File: config.mk
export PLATFORM = sky130hd
export DESIGN_NAME = itch_msg_framer_flat
export DESIGN_NICKNAME = d
export VERILOG_FILES = /design/src/rtl/itch_msg_framer_pkg.sv /design/src/rtl/itch_msg_framer_if.sv /design/src/rtl/itch_msg_framer_aligner.sv /design/src/rtl/itch_msg_framer.sv /design/src/flat_wrapper.sv
export SDC_FILE = /design/constraint.sdc
export NUM_CORES = 1
export LEC_CHECK = 0
export BUFFER_PORTS_ARGS = -buffer_cell sky130_fd_sc_hd__buf_2
export CAP_MARGIN = 30
export CORE_MARGIN = 5
export CORE_UTILIZATION = 51
export DETAILED_ROUTE_END_ITERATION = 12
export MAX_ROUTING_LAYER = met4
export PLACE_DENSITY = 0.8
export SKIP_CTS_REPAIR_TIMING = 1
export SLEW_MARGIN = 0
export SYNTH_ARGS = -nofsm -noshare
export SYNTH_HDL_FRONTEND = slang
export SYNTH_SLANG_ARGS = --single-unit
File: constraint.sdc
create_clock -name clk -period 13.4 [get_ports clk]
set_input_delay 3.35 -clock clk [delete_from_list [all_inputs] [get_ports clk]]
set_output_delay 3.35 -clock clk [all_outputs]
set_load 0.05 [all_outputs]
File: src/rtl/itch_msg_framer_pkg.sv
// Shared types and constants for the ITCH message framer.
// Imported by the framer top and its byte aligner.
package itch_msg_framer_pkg;

  typedef enum logic [2:0] {
    ST_IDLE,
    ST_HDR,
    ST_LEN,
    ST_BODY,
    ST_DRAIN
  } framer_state_t;

  localparam int HDR_BYTES     = 64;
  localparam int BEAT_BYTES    = 8;
  localparam int LEN_PFX_BYTES = 2;

  function automatic logic [3:0] clamp_nbytes(input logic [3:0] n);
    return (n > 4'(BEAT_BYTES)) ? 4'(BEAT_BYTES) : n;
  endfunction

endpackage

File: src/rtl/itch_msg_framer_if.sv
// Frame-word input stream into the framer, with the decoder's messageCount alongside.
// master drives frame words; slave (the framer) returns in_ready.
interface itch_msg_framer_if;
  logic        in_valid;
  logic        in_sop;
  logic        in_last;
  logic [3:0]  in_nbytes;
  logic [63:0] in_data;
  logic [15:0] msg_count;
  logic        in_ready;

  modport master (
    output in_valid, in_sop, in_last, in_nbytes, in_data, msg_count,
    input  in_ready
  );

  modport slave (
    input  in_valid, in_sop, in_last, in_nbytes, in_data, msg_count,
    output in_ready
  );
endinterface

File: src/rtl/itch_msg_framer_aligner.sv
// 16-byte shift buffer: pops 0..8 bytes from the head and appends up to 8 bytes behind
// what remains, in the same cycle. Bytes above the occupancy are kept at zero.
module itch_msg_framer_aligner
  import itch_msg_framer_pkg::*;
(
  input  logic        clk,
  input  logic        rst,
  input  logic        clear,
  input  logic        push,
  input  logic [3:0]  push_n,
  input  logic [63:0] push_data,
  input  logic [3:0]  pop_n,
  output logic [63:0] head,
  output logic [4:0]  occ
);

  logic [127:0] store_q;
  logic [4:0]   occ_q;
  logic [63:0]  data_m;
  logic [127:0] shifted;
  logic [127:0] incoming;
  logic [4:0]   base;

  always_comb begin
    data_m = '0;
    for (int i = 0; i < BEAT_BYTES; i++) begin
      if (4'(i) < push_n) data_m[8*i +: 8] = push_data[8*i +: 8];
    end
    shifted  = store_q >> {pop_n, 3'b000};
    base     = occ_q - {1'b0, pop_n};
    incoming = {64'd0, data_m} << {base, 3'b000};
  end

  always_ff @(posedge clk or posedge rst) begin
    if (rst) begin
      store_q <= '0;
      occ_q   <= '0;
    end else if (clear) begin
      store_q <= '0;
      occ_q   <= '0;
    end else begin
      store_q <= shifted | (push ? incoming : 128'd0);
      occ_q   <= base + (push ? {1'b0, push_n} : 5'd0);
    end
  end

  assign head = store_q[63:0];
  assign occ  = occ_q;

endmodule

File: src/rtl/itch_msg_framer.sv
// Splits the MoldUDP64 payload of each frame into byte-realigned ITCH message beats.
// Header words are dropped; each 2-byte big-endian length prefix is stripped.
//
// state    | meaning
// ST_IDLE  | waiting for a start-of-frame word
// ST_HDR   | dropping header words
// ST_LEN   | waiting for / consuming the 2-byte length prefix
// ST_BODY  | emitting message beats until the length is exhausted
// ST_DRAIN | discarding the rest of the frame
module itch_msg_framer
  import itch_msg_framer_pkg::*;
#(
  parameter int          HDR_WORDS   = HDR_BYTES / BEAT_BYTES,
  parameter logic [15:0] MAX_MSG_LEN = 16'd512
) (
  input  logic                 clk,
  input  logic                 rst,
  itch_msg_framer_if.slave     bus,
  output logic                 msg_valid,
  output logic                 msg_sop,
  output logic                 msg_eop,
  output logic [3:0]           msg_nbytes,
  output logic [63:0]          msg_data,
  output logic [15:0]          msg_len,
  output logic [15:0]          msg_idx,
  output logic                 err_trunc,
  output logic                 err_len,
  output logic                 frame_done
);

  localparam logic [7:0] HDR_LAST = 8'(HDR_WORDS - 1);

  framer_state_t state;
  logic [7:0]  hdr_cnt;
  logic        first_pay, last_seen, first_beat, done_pend;
  logic [15:0] cnt_q, len_q, rem, idx;

  logic        accept, start, push, clear, parse, beat, beat_eop, trunc;
  logic        end_nobeat, end_beat, bad_len;
  logic [3:0]  pop_n, beat_n, want, push_n;
  logic [4:0]  occ;
  logic [63:0] head, beat_data;
  logic [15:0] pfx;

  itch_msg_framer_aligner u_aligner (
    .clk       (clk),
    .rst       (rst),
    .clear     (clear),
    .push      (push),
    .push_n    (push_n),
    .push_data (bus.in_data),
    .pop_n     (pop_n),
    .head      (head),
    .occ       (occ)
  );

  // No new words once the frame's last word is in; the tail drains first.
  assign bus.in_ready = !last_seen && (occ <= 5'(BEAT_BYTES));
  assign accept       = bus.in_valid && bus.in_ready;
  assign start        = accept && bus.in_sop;
  assign push_n       = clamp_nbytes(bus.in_nbytes);
  assign pfx          = {head[7:0], head[15:8]};
  assign bad_len      = (pfx == 16'd0) || (pfx > MAX_MSG_LEN);
  assign want         = (rem > 16'(BEAT_BYTES)) ? 4'(BEAT_BYTES) : rem[3:0];

  always_comb begin
    pop_n      = '0;
    clear      = 1'b0;
    parse      = 1'b0;
    beat       = 1'b0;
    beat_n     = '0;
    beat_eop   = 1'b0;
    trunc      = 1'b0;
    end_nobeat = 1'b0;
    end_beat   = 1'b0;
    if (start) begin
      clear      = 1'b1;
      end_nobeat = bus.in_last;
      trunc      = (state == ST_BODY) || (state == ST_LEN && occ != 5'd0);
    end else begin
      case (state)
        ST_HDR: end_nobeat = accept && bus.in_last;
        ST_LEN: begin
          if (last_seen && occ < 5'(LEN_PFX_BYTES)) begin
            end_nobeat = 1'b1;
            trunc      = (occ != 5'd0);
            clear      = 1'b1;
          end else if (occ >= 5'(LEN_PFX_BYTES)) begin
            parse = 1'b1;
            pop_n = 4'(LEN_PFX_BYTES);
          end
        end
        ST_BODY: begin
          if (occ >= {1'b0, want}) begin
            beat     = 1'b1;
            beat_n   = want;
            pop_n    = want;
            beat_eop = (rem == {12'd0, want});
          end else if (last_seen) begin
            // Frame ended mid-message: whatever is held goes out as a short final beat.
            beat       = (occ != 5'd0);
            beat_n     = occ[3:0];
            pop_n      = occ[3:0];
            beat_eop   = 1'b1;
            trunc      = 1'b1;
            end_beat   = (occ != 5'd0);
            end_nobeat = (occ == 5'd0);
          end
        end
        ST_DRAIN: begin
          clear      = 1'b1;
          end_nobeat = last_seen || (accept && bus.in_last);
        end
        default: ;
      endcase
    end
    push = accept && !clear && (state == ST_LEN || state == ST_BODY)
           && !(first_pay && bus.msg_count == 16'd0);
  end

  always_comb begin
    beat_data = '0;
    for (int i = 0; i < BEAT_BYTES; i++) begin
      if (4'(i) < beat_n) beat_data[8*i +: 8] = head[8*i +: 8];
    end
  end

  always_ff @(posedge clk or posedge rst) begin
    if (rst) begin
      state      <= ST_IDLE;
      hdr_cnt    <= '0;
      first_pay  <= 1'b0;
      last_seen  <= 1'b0;
      first_beat <= 1'b0;
      done_pend  <= 1'b0;
      cnt_q      <= '0;
      len_q      <= '0;
      rem        <= '0;
      idx        <= '0;
      msg_valid  <= 1'b0;
      msg_sop    <= 1'b0;
      msg_eop    <= 1'b0;
      msg_nbytes <= '0;
      msg_data   <= '0;
      msg_len    <= '0;
      msg_idx    <= '0;
      err_trunc  <= 1'b0;
      err_len    <= 1'b0;
      frame_done <= 1'b0;
    end else begin
      msg_valid  <= beat;
      msg_sop    <= beat && first_beat;
      msg_eop    <= beat && beat_eop;
      msg_nbytes <= beat ? beat_n : 4'd0;
      msg_data   <= beat ? beat_data : 64'd0;
      if (beat) begin
        msg_len <= len_q;
        msg_idx <= idx;
      end
      err_trunc  <= trunc;
      err_len    <= parse && bad_len;
      // A final flush beat delays frame_done by one cycle so it follows the beat.
      frame_done <= end_nobeat || done_pend;
      done_pend  <= end_beat;

      if (start) begin
        state     <= bus.in_last ? ST_IDLE : ST_HDR;
        hdr_cnt   <= 8'd1;
        first_pay <= 1'b0;
        last_seen <= 1'b0;
        idx       <= '0;
      end else begin
        if (accept && bus.in_last && (state == ST_LEN || state == ST_BODY)) last_seen <= 1'b1;
        case (state)
          ST_HDR: begin
            if (accept) begin
              hdr_cnt <= hdr_cnt + 8'd1;
              if (bus.in_last) begin
                state <= ST_IDLE;
              end else if (hdr_cnt == HDR_LAST) begin
                state     <= ST_LEN;
                first_pay <= 1'b1;
              end
            end
          end
          ST_LEN: begin
            if (accept && first_pay) begin
              first_pay <= 1'b0;
              cnt_q     <= bus.msg_count;
              if (bus.msg_count == 16'd0) state <= ST_DRAIN;
            end
            if (end_nobeat) begin
              state     <= ST_IDLE;
              last_seen <= 1'b0;
            end else if (parse) begin
              len_q      <= pfx;
              rem        <= pfx;
              first_beat <= 1'b1;
              state      <= bad_len ? ST_DRAIN : ST_BODY;
            end
          end
          ST_BODY: begin
            if (beat || end_nobeat) begin
              rem        <= rem - {12'd0, beat_n};
              first_beat <= 1'b0;
              if (trunc) begin
                state     <= ST_IDLE;
                last_seen <= 1'b0;
              end else if (beat_eop) begin
                idx   <= idx + 16'd1;
                state <= (idx == cnt_q - 16'd1) ? ST_DRAIN : ST_LEN;
              end
            end
          end
          ST_DRAIN: begin
            if (end_nobeat) begin
              state     <= ST_IDLE;
              last_seen <= 1'b0;
            end
          end
          default: ;
        endcase
      end
    end
  end

endmodule

File: src/flat_wrapper.sv
// flat-port wrapper written by rule: the top's interface ports become plain ports
module itch_msg_framer_flat import itch_msg_framer_pkg::*;
#(
  parameter int          HDR_WORDS   = HDR_BYTES / BEAT_BYTES,
  parameter logic [15:0] MAX_MSG_LEN = 16'd512
)
  (clk, rst, msg_valid, msg_sop, msg_eop, msg_nbytes, msg_data, msg_len, msg_idx, err_trunc, err_len, frame_done, bus_in_valid, bus_in_sop, bus_in_last, bus_in_nbytes, bus_in_data, bus_msg_count, bus_in_ready);
  itch_msg_framer_if bus_i ();
  input  logic clk;
  input  logic rst;
  output logic msg_valid;
  output logic msg_sop;
  output logic msg_eop;
  output logic [3:0] msg_nbytes;
  output logic [63:0] msg_data;
  output logic [15:0] msg_len;
  output logic [15:0] msg_idx;
  output logic err_trunc;
  output logic err_len;
  output logic frame_done;
  input wire logic [$bits(bus_i.in_valid)-1:0] bus_in_valid;
  input wire logic [$bits(bus_i.in_sop)-1:0] bus_in_sop;
  input wire logic [$bits(bus_i.in_last)-1:0] bus_in_last;
  input wire logic [$bits(bus_i.in_nbytes)-1:0] bus_in_nbytes;
  input wire logic [$bits(bus_i.in_data)-1:0] bus_in_data;
  input wire logic [$bits(bus_i.msg_count)-1:0] bus_msg_count;
  output wire logic [$bits(bus_i.in_ready)-1:0] bus_in_ready;
  assign bus_i.in_valid = bus_in_valid;
  assign bus_i.in_sop = bus_in_sop;
  assign bus_i.in_last = bus_in_last;
  assign bus_i.in_nbytes = bus_in_nbytes;
  assign bus_i.in_data = bus_in_data;
  assign bus_i.msg_count = bus_msg_count;
  assign bus_in_ready = bus_i.in_ready;
  itch_msg_framer #(.HDR_WORDS(HDR_WORDS), .MAX_MSG_LEN(MAX_MSG_LEN)) u_core (.clk(clk), .rst(rst), .bus(bus_i), .msg_valid(msg_valid), .msg_sop(msg_sop), .msg_eop(msg_eop), .msg_nbytes(msg_nbytes), .msg_data(msg_data), .msg_len(msg_len), .msg_idx(msg_idx), .err_trunc(err_trunc), .err_len(err_len), .frame_done(frame_done));
endmodule
# Word level (Yosys, flattened, before mapping)
# Index checks and enable logic that the tools add are counted.
op_classes:
  eq_ne: 21
  div: 0
  magnitude_cmp: 23
  muxes: 102
  shift: 2
  n_bitwise: 3
  reduce_logical: 44
  n_addsub: 6
  multipliers: 0
op_table:
  columns: ["cell", "count"]
  rows:
  - ["two-way mux 128 bit", 2]
  - ["two-way mux 8 bit", 19]
  - ["two-way mux 16 bit", 8]
  - ["bitwise OR 128 bit", 1]
  - ["left shift 64 x 8 -> 128 bit", 1]
  - ["right shift 128 x 7 -> 128 bit", 1]
  - ["two-way mux 64 bit", 1]
  - ["two-way mux 3 bit", 14]
  - ["two-way mux 4 bit", 10]
  - ["two-way mux 1 bit", 37]
  - ["logical NOT 16 bit", 2]
  - ["less-than comparator 3 x 4 -> 1 bit, first input constant", 8]
  - ["case mux 16 bit (2 select lines)", 1]
  - ["adder 16 x 1 -> 16 bit, second input constant", 1]
  - ["== test 16 bit", 1]
  - ["== test 16 x 4 -> 1 bit", 1]
  - ["> comparator 16 x 10 -> 1 bit, second input constant", 1]
  - ["> comparator 16 x 4 -> 1 bit, second input constant", 1]
  - ["less-than comparator 1 x 4 -> 1 bit, first input constant", 4]
  - ["less-than comparator 2 x 4 -> 1 bit, first input constant", 4]
  - ["subtractor 16 x 1 -> 16 bit, second input constant", 1]
  - ["subtractor 16 x 4 -> 16 bit", 1]
  - ["logical AND 1 bit", 15]
  - ["case mux 3 bit (4 select lines)", 1]
  - ["37 further kinds", 65]
totals:
  wordCells: 223
  memories: 0
  out_inout_bits: 107
  latch_bits: 0
  input_bits: 89
  mem_bits_rw: 0
  reg_bits: 318
  romBits: 0

# Logic depth before layout (Yosys ltp)
# Gate-level depths: netlist of the first run.
logic_depth:
  word_depth: 12
  mapped_depth: 28
  mapped_depth_nobuf: 23

# Hierarchy
# A second synthesis of the first run with hierarchy kept.
unflattened:
  hier_cells: 2320
  hier_area_um2: 22167.5
modules_own_cells:
  columns: ["module", "area_each_um2", "seq_area_each_um2", "cells_per_inst", "instances"]
  rows:
  - ["itch_msg_framer_aligner", 13511.7, 3328.2, 1459, 1]
  - ["itch_msg_framer", 8655.8, 4629.4, 861, 1]

# Worst setup path before layout of the first run
# No wires, ideal clock.
synth_path:
  kind: "input to register"
  from: "in bus_in_valid"
  to: "reg u_core.u_aligner.occ_q[4] (netlist: u_core.u_aligner.occ[4])"
  slack_ps: 5518
  path_buffers: 7
  arrival_ps: 7750
  setup_ps: 132
  required_ps: 13268
  cell_stages: 21
  path_cell_list: "nor4bb_1 nand2_1 clkbuf_1 nand2_1 clkbuf_1 buf_1 clkbuf_1 inv_1 ha_1 inv_1 fa_1 xnor2_1 inv_2 clkbuf_1 clkbuf_1 clkbuf_1 ha_1 a21o_1 a21oi_1 xnor2_1 nor2_1"
synth_between:
  elab_chain_cells: 10
  elab_cells_between_ends: 12
  cone_classes: "2 x add/sub; 4 x mux; 6 x reduce/logical"
synth_rtl:
  columns: ["element", "line", "source"]
  rows:
  - ["start: declaration", "flat_wrapper.sv:21", "input wire logic [$bits(bus_i.in_valid)-1:0] bus_in_valid;"]
  - ["logical AND 1 bit (*)", "itch_msg_framer.sv:59", "assign accept = bus.in_valid && bus.in_ready;"]
  - ["parallel branches: the longest is 8 deep, another holds subtractor 5 x 4 -> 5 bit", null, null]
  - ["two-way mux 5 bit (*)", "itch_msg_framer_aligner.sv:38", "end else if (clear) begin"]
  - ["end signal: assignment", "itch_msg_framer_aligner.sv:43", "occ_q <= base + (push ? {1'b0, push_n} : 5'd0);"]
  - ["end: declaration", "itch_msg_framer_aligner.sv:18", "logic [4:0] occ_q;"]
# Mark *: on every way between the ends.
# A chain may end at the register's enable or synchronous reset.

# Worst setup path in the final report of the first run
layout_path:
  from: "in bus_in_sop"
  to: "reg u_core.u_aligner.store_q[0]"
layout_between:
  elab_chain_cells: 9
  elab_cells_between_ends: 13
  cone_classes: "1 x add/sub; 2 x shift; 4 x mux; 1 x bitwise; 5 x reduce/logical"
layout_rtl:
  columns: ["element", "line", "source"]
  rows:
  - ["start: declaration", "flat_wrapper.sv:22", "input wire logic [$bits(bus_i.in_sop)-1:0] bus_in_sop;"]
  - ["logical AND 1 bit (*)", "itch_msg_framer.sv:60", "assign start = accept && bus.in_sop;"]
  - ["parallel branches: the longest is 7 deep, another holds subtractor 5 x 4 -> 5 bit", null, null]
  - ["two-way mux 128 bit (*)", "itch_msg_framer_aligner.sv:38", null]
  - ["end signal: assignment", "itch_msg_framer_aligner.sv:42", "store_q <= shifted | (push ? incoming : 128'd0);"]
  - ["end: declaration", "itch_msg_framer_aligner.sv:17", "logic [127:0] store_q;"]
# Marks and branches as above.

==> results of run 1 <==
-- critical path: stages --
cell and delay (ns):
buf_2 0.17, nor4bb_1 0.29, nand2_1 0.37, nand2_1 0.32, o21ai_4 0.09, buf_4 0.21
inv_4 0.50, fa_2 0.39, a21o_1 0.12, a21oi_1 0.07, xnor2_1 0.33, o2111a_1 0.25
buf_4 0.27, nand2_1 0.32, nor2_1 0.86, nand2_1 0.47, o22ai_1 0.28
-- stage by stage --
| step | setup slack, ns | std cells | hold slack [ns] | cell area (µm²) |
|---|---|---|---|---|
| final | 5.15 | 3074 | 0.449 | 23200 |
| after global routing | 4.88 | 3073 | 0.470 | 23200 |
| after CTS | 5.29 | 3068 | 0.451 | 23100 |
| after floorplan | 1.25 | 2422 | 0.408 | 20600 |
| after global placement | 4.78 | 2997 | 0.421 | 21800 |
| after detailed placement | 4.76 | 3002 | 0.439 | 21900 |
-- cells by family (layout without fill, tap and decap cells) --
group | count (synthesis) | in the layout | share of synthesized area [%]
compound gates | 698 | 698 | 23.3
xor+xnor | 46 | 46 | 1.96
buf+inv | 221 | 347 | 4.37
other cells | 0 | 1 | 0
mux | 195 | 195 | 9.95
simple gates | 922 | 922 | 20.3
fa+ha+maj | 22 | 22 | 1.45
flops | 318 | 318 | 38.7
-- report_power, final --
part           total [mW]  leakage, nW  switching, mW  internal (mW)
clock                1.03        0.591          0.436          0.596
combinational        3.14         6.39           2.13           1.01
sequential           1.51         4.33          0.317           1.19
-- final timing paths --
| kind | to | slack, ns | cells after the start |
|---|---|---|---|
| worst min-delay path | u_core.frame_done$_DFF_PP0_ | 0.45 | 1 |
| min in group asynchronous | u_core.first_pay$_DFFE_PP0P_ | 2.94 | 2 |
| worst min register to register | u_core.frame_done$_DFF_PP0_ | 0.45 | 1 |
| worst max-delay path | u_core.u_aligner.store_q[0]$_DFF_PP0_ | 5.15 | 17 |
| max in group asynchronous | u_core.msg_data[13]$_DFF_PP0_ | 8.12 | 4 |
| worst max register to register | u_core.u_aligner.store_q[0]$_DFF_PP0_ | 5.96 | 21 |
-- area by class of cell --
type	instances	area, µm²	area share [%]
antenna	1	2.50	0.0108
clock buffer	47	1000	4.32
clock inverter	19	213	0.916
inverter	34	139	0.598
multi-input combinational	1883	11800	50.8
sequential	318	7960	34.3
tap	525	657	2.83
timing repair buffer	247	1450	6.25
-- sequential cells by signal, summed over array words and instances (netlist names), 3 cells and up --
| register | cells |
|---|---|
| u_core.cnt_q | 16 |
| u_core.msg_data | 64 |
| u_core.u_aligner.store_q | 128 |
| u_core.state | 3 |
| u_core.rem | 16 |
| u_core.msg_nbytes | 4 |
| u_core.msg_len | 16 |
| u_core.u_aligner.occ | 5 |
| u_core.idx | 16 |
| u_core.hdr_cnt | 8 |
| u_core.msg_idx | 16 |
| u_core.len_q | 16 |
-- layer usage --
metal / global-route usage [%] / wire length (µm) / vias to the layer above / share of wire, %
li1: - / - / 9093 / -
met1: 52.4 / 34100 / 10000 / 42
met2: 49.7 / 33300 / 1605 / 41
met3: 10.5 / 11400 / 190 / 14
met4: 8.85 / 2410 / 0 / 3.0
met5: - / 0 / - / 0
-- layout by cell type (no fill, tap or decap), types with 14 or more instances in the layout --
| master | n |
|---|---|
| and3_1 | 32 |
| o221ai_1 | 40 |
| o2bb2ai_1 | 16 |
| a31oi_1 | 15 |
| nor3_1 | 41 |
| xor2_1 | 18 |
| a221o_1 | 18 |
| a21o_1 | 23 |
| inv_1 | 26 |
| o21ai_0 | 144 |
| o22ai_1 | 35 |
| a221oi_1 | 18 |
| buf_4 | 45 |
| buf_2 | 196 |
| a22oi_1 | 94 |
| a21oi_1 | 144 |
| mux2i_1 | 137 |
| nand2b_1 | 16 |
| nor4_1 | 14 |
| nand2_1 | 403 |
| nor2_1 | 173 |
| ha_1 | 18 |
| nand3_1 | 121 |
| dfrtp_1 | 318 |
| xnor2_1 | 27 |
| mux2_2 | 56 |
| clkbuf_16 | 38 |
| a32oi_1 | 19 |
| and2_1 | 65 |
==> metrics.cfg, run 1 <==
[floorplan]
dieHeight_um=211
io_pins=196
start_util_pct=51.6
core_area_um2=39800
row_count=73
die_width_um=211
dieArea_um2=44400

[global_routing]
antenna_found_initial=0
grt_use_total_pct=36.0
grt_max_degree=106
gr-total-overflow=0
first_global_vias=19300
grt_pass1_wl_um=121000

[routing]
vias_per_cell=6.80
first_pass_iters=7
vias=20900
antenna_left=0
drc_errors=0
wirelength_um=81200
post_drt_wl_per_cell_um=26.4
drt_iter0_drc=3580

[yosys]
syn_avg_cell_area_um2=8.49
post-synth-top-count-cell=nand2_1
synthFlopType=dfrtp_1
yosysTopAreaCell=dfrtp_1
yosys.cell_types.count=86
synth_common_cells=406 x nand2_1, 318 x dfrtp_1, 174 x nor2_1, 144 x a21oi_1, 144 x o21ai_0
synth-seq-cells=318
synth.area.top_cells=dfrtp_1 39%, nand2_1 7.4%, mux2i_1 6.7%
mappedNetlistArea_um2=20600
yosysSeqAreaShare_pct=38.7
async_flop_share_pct=100
yosysWarnings=0
synth_edf_count=0
syn_inst=2422
syn_nets=2533
synth_top_area_share_pct=38.7

[place]
dpl.hpwl_um=58400
place_congestion=1.07
numPortBuffers=195

[finish]
drive_above_1_share_pct=15.5
fillCellCount=3587
final_core_utilization_pct=58.3
final_nets=2632
syn_to_final_growth_pct=12.9

[hold_path]
hp-class=reg -> reg
hold_start=u_core.done_pend$_DFF_PP0_

[timing]
finalCritPeriodShare_pct=61.6
drv_slew=0
fin_crit_ns=8.25
finClkSkew_ns=0.0251
worst_pin_slew_ns=1.18
finalSetupTns_ns=0
finalHoldViolations=0
rsz0062_at_grt=false
fmax_mhz=121
slew_headroom_pct=21.4
finalSetupViolCount=0

[setup_path]
path_max_fanout=44
critPathCaptureType=flip-flop
worstPathArrival_ns=8.70
timing.rr.start=u_core.rem[10]$_DFFE_PP0P_
critPathRequiredTime_ns=13.85
critical_path_class=in -> reg
cp-start-kind=input pin
crit_start=bus_in_sop

[power_and_ir_drop]
peakVddDrop_mv=0.169
power.total_mw=5.68
power_leakage_nw=11.3
power_density_nw_per_um2=245

[clocking]
cts_htree_levels=2
cts_num_sinks=318
clock-root-buffer=clkbuf_16
clkTransAtPathRegs_ns=0.06
cts_buffers=37
clockBufferDepth=3
cts_tree=yes
insertion_delay_ns=0.56

[job]
drv_cap=0

[outcome]
outcome=complete, no violations

(Power assumes the default switching activity.)
==> run 2, diff against run 1 <==
==> constraint.sdc (replaced) <==
create_clock -name clk -period 7.6 [get_ports clk]
set_input_delay 1.9 -clock clk [delete_from_list [all_inputs] [get_ports clk]]
set_output_delay 1.9 -clock clk [all_outputs]
set_load 0.05 [all_outputs]
==> metrics.cfg, run 2 (same netlist as run 1, synthesis figures left out) <==
[setup_path]
reg2reg_to=u_core.u_aligner.store_q[18]$_DFF_PP0_
reg2regPathDepth=20
critPathCaptureType=flip-flop
path_max_fanout=20
slowest_stage=or4_1
cp-start-kind=flip-flop
critical_path_class=reg -> reg
critPathRequiredTime_ns=8.00
worstPathArrival_ns=6.91
cpPeakStageDelay_ns=0.69
timing.rr.start=u_core.rem[10]$_DFFE_PP0P_
cp_cell_sequence=or4_1 > nor4_4 > nand2_2 > nor2_1 > ha_1 > nor2b_1 > o21ai_0 > nand2_1 > mux2i_1 > nand2_2 > ha_1 > a21o_1 > a21oi_1 > xnor2_1 > o2111a_1 > buf_4 > nand2_1 > nor2_1 > nor3_1 > nor4b_1
reg2reg_slack_ns=1.09

[timing]
finClkSkew_ns=0.0161
drv_slew=0
slew_headroom_pct=11.6
fmax_mhz=154
worst_pin_slew_ns=1.33
fin_ws_ns=1.09
fin_crit_ns=6.51
rsz0062_at_grt=false
finalSetupViolCount=0
finalCritPeriodShare_pct=85.7
finalSetupTns_ns=0
finalHoldViolations=0

[power_and_ir_drop]
power_leakage_nw=11.3
peakVddDrop_mv=0.354
power_density_nw_per_um2=430

[finish]
final_cell_mix=404 x nand2_1, 318 x dfrtp_1, 195 x buf_2, 173 x nor2_1
regMostFlops=u_core.u_aligner.store_q
syn_to_final_growth_pct=12.9
final_nets=2634
final_common_cell=nand2_1
stdcell_count=3076
largest_register_ffs=128
drive_above_1_share_pct=15.5
top_regs=u_core.u_aligner.store_q: 128 flops, u_core.msg_data: 64 flops

[clocking]
clkTransAtPathRegs_ns=0.06
cts_htree_levels=2
cts_buffers=36
clock-root-buffer=clkbuf_16
cts_tree=yes
insertion_delay_ns=0.54
clockBufferDepth=3
cts_num_sinks=318

[floorplan]
row_count=73
die_width_um=211
dieHeight_um=211
core_area_um2=39800
dieArea_um2=44400
io_pins=196
start_util_pct=51.6

[hold_path]
hold_start=u_core.done_pend$_DFF_PP0_
hold_end=u_core.frame_done$_DFF_PP0_
holdPathStages=1
hp-class=reg -> reg

[place]
dpl.hpwl_um=58600
place_congestion=1.03
pre_cts_slack_ns=1.32
numPortBuffers=195
dp_cells=3007

[routing]
drt_iter0_drc=3354
post_drt_wl_per_cell_um=26.4
vias=20900
drc_errors=0
vias_per_cell=6.79
wirelength_um=81200
first_pass_iters=8
antenna_left=0

[global_routing]
grt_max_degree=160
antenna_found_initial=3
grt_use_total_pct=36.1
grt_pass1_wl_um=122000
gr-total-overflow=0
first_global_vias=19800

[job]
drv_cap=0

[outcome]
outcome=complete, no violations

## run 2: per-layer routing
layer | global-route usage [%] | wire, µm
met1 | 50.9 | 33200
met5 | - | 0
met4 | 8.83 | 2270
met3 | 12.4 | 11800
met2 | 50.3 | 33900
## run 2: worst max path at each step
stage | depth (start not counted) | startpoint | to
after floorplan | 27 | u_core.rem[10]$_DFFE_PP0P_ | u_core.u_aligner.occ[4]$_DFF_PP0_
after global placement | 15 | bus_in_sop | u_core.u_aligner.store_q[78]$_DFF_PP0_
after detailed placement | 20 | u_core.rem[10]$_DFFE_PP0P_ | u_core.u_aligner.store_q[18]$_DFF_PP0_
after CTS | 20 | u_core.rem[10]$_DFFE_PP0P_ | u_core.u_aligner.store_q[18]$_DFF_PP0_
after global routing | 20 | u_core.rem[10]$_DFFE_PP0P_ | u_core.u_aligner.store_q[18]$_DFF_PP0_
final | 20 | u_core.rem[10]$_DFFE_PP0P_ | u_core.u_aligner.store_q[18]$_DFF_PP0_
## run 2: power by group
part           leakage (nW)  internal (mW)  switching [mW]
Combinational          6.38           1.74            3.76
Clock                 0.612           1.10           0.731
Sequential             4.33           2.10           0.556
## run 2: per-stage QoR
stage | power (mW) | hold WS (ns) | util [%] | area, µm²
floorplan | 6.15 | 0.408 | - | 20600
global placement | 7.75 | 0.415 | 55.0 | 21900
detailed placement | 7.83 | 0.418 | 55.0 | 21900
CTS | 9.69 | 0.425 | 58.1 | 23100
global route | 10.4 | 0.444 | 58.3 | 23200
finish | 9.98 | 0.420 | 58.3 | 23200
## run 2: cell type report
cell class,count,area (µm²)
Tap cell,525,657
Multi-Input combinational cell,1883,11800
Sequential cell,318,7960
Clock inverter,15,190
Antenna cell,4,10.0
Fill cell,3560,16600
Clock buffer,47,1030
Timing Repair Buffer,250,1440
Inverter,34,135
## run 2: worst max-delay path: cells and delay by family (launching register included)
family / cells / cell delay, ns
AOI/OAI and AO/OA: 4 / 1.08
xor gates and xnor gates: 1 / 0.21
adders and majority gates: 2 / 0.52
buffers and inverters: 1 / 0.28
DFF: 1 / 0.44
muxes: 1 / 0.46
and+or+nand+nor: 11 / 3.34
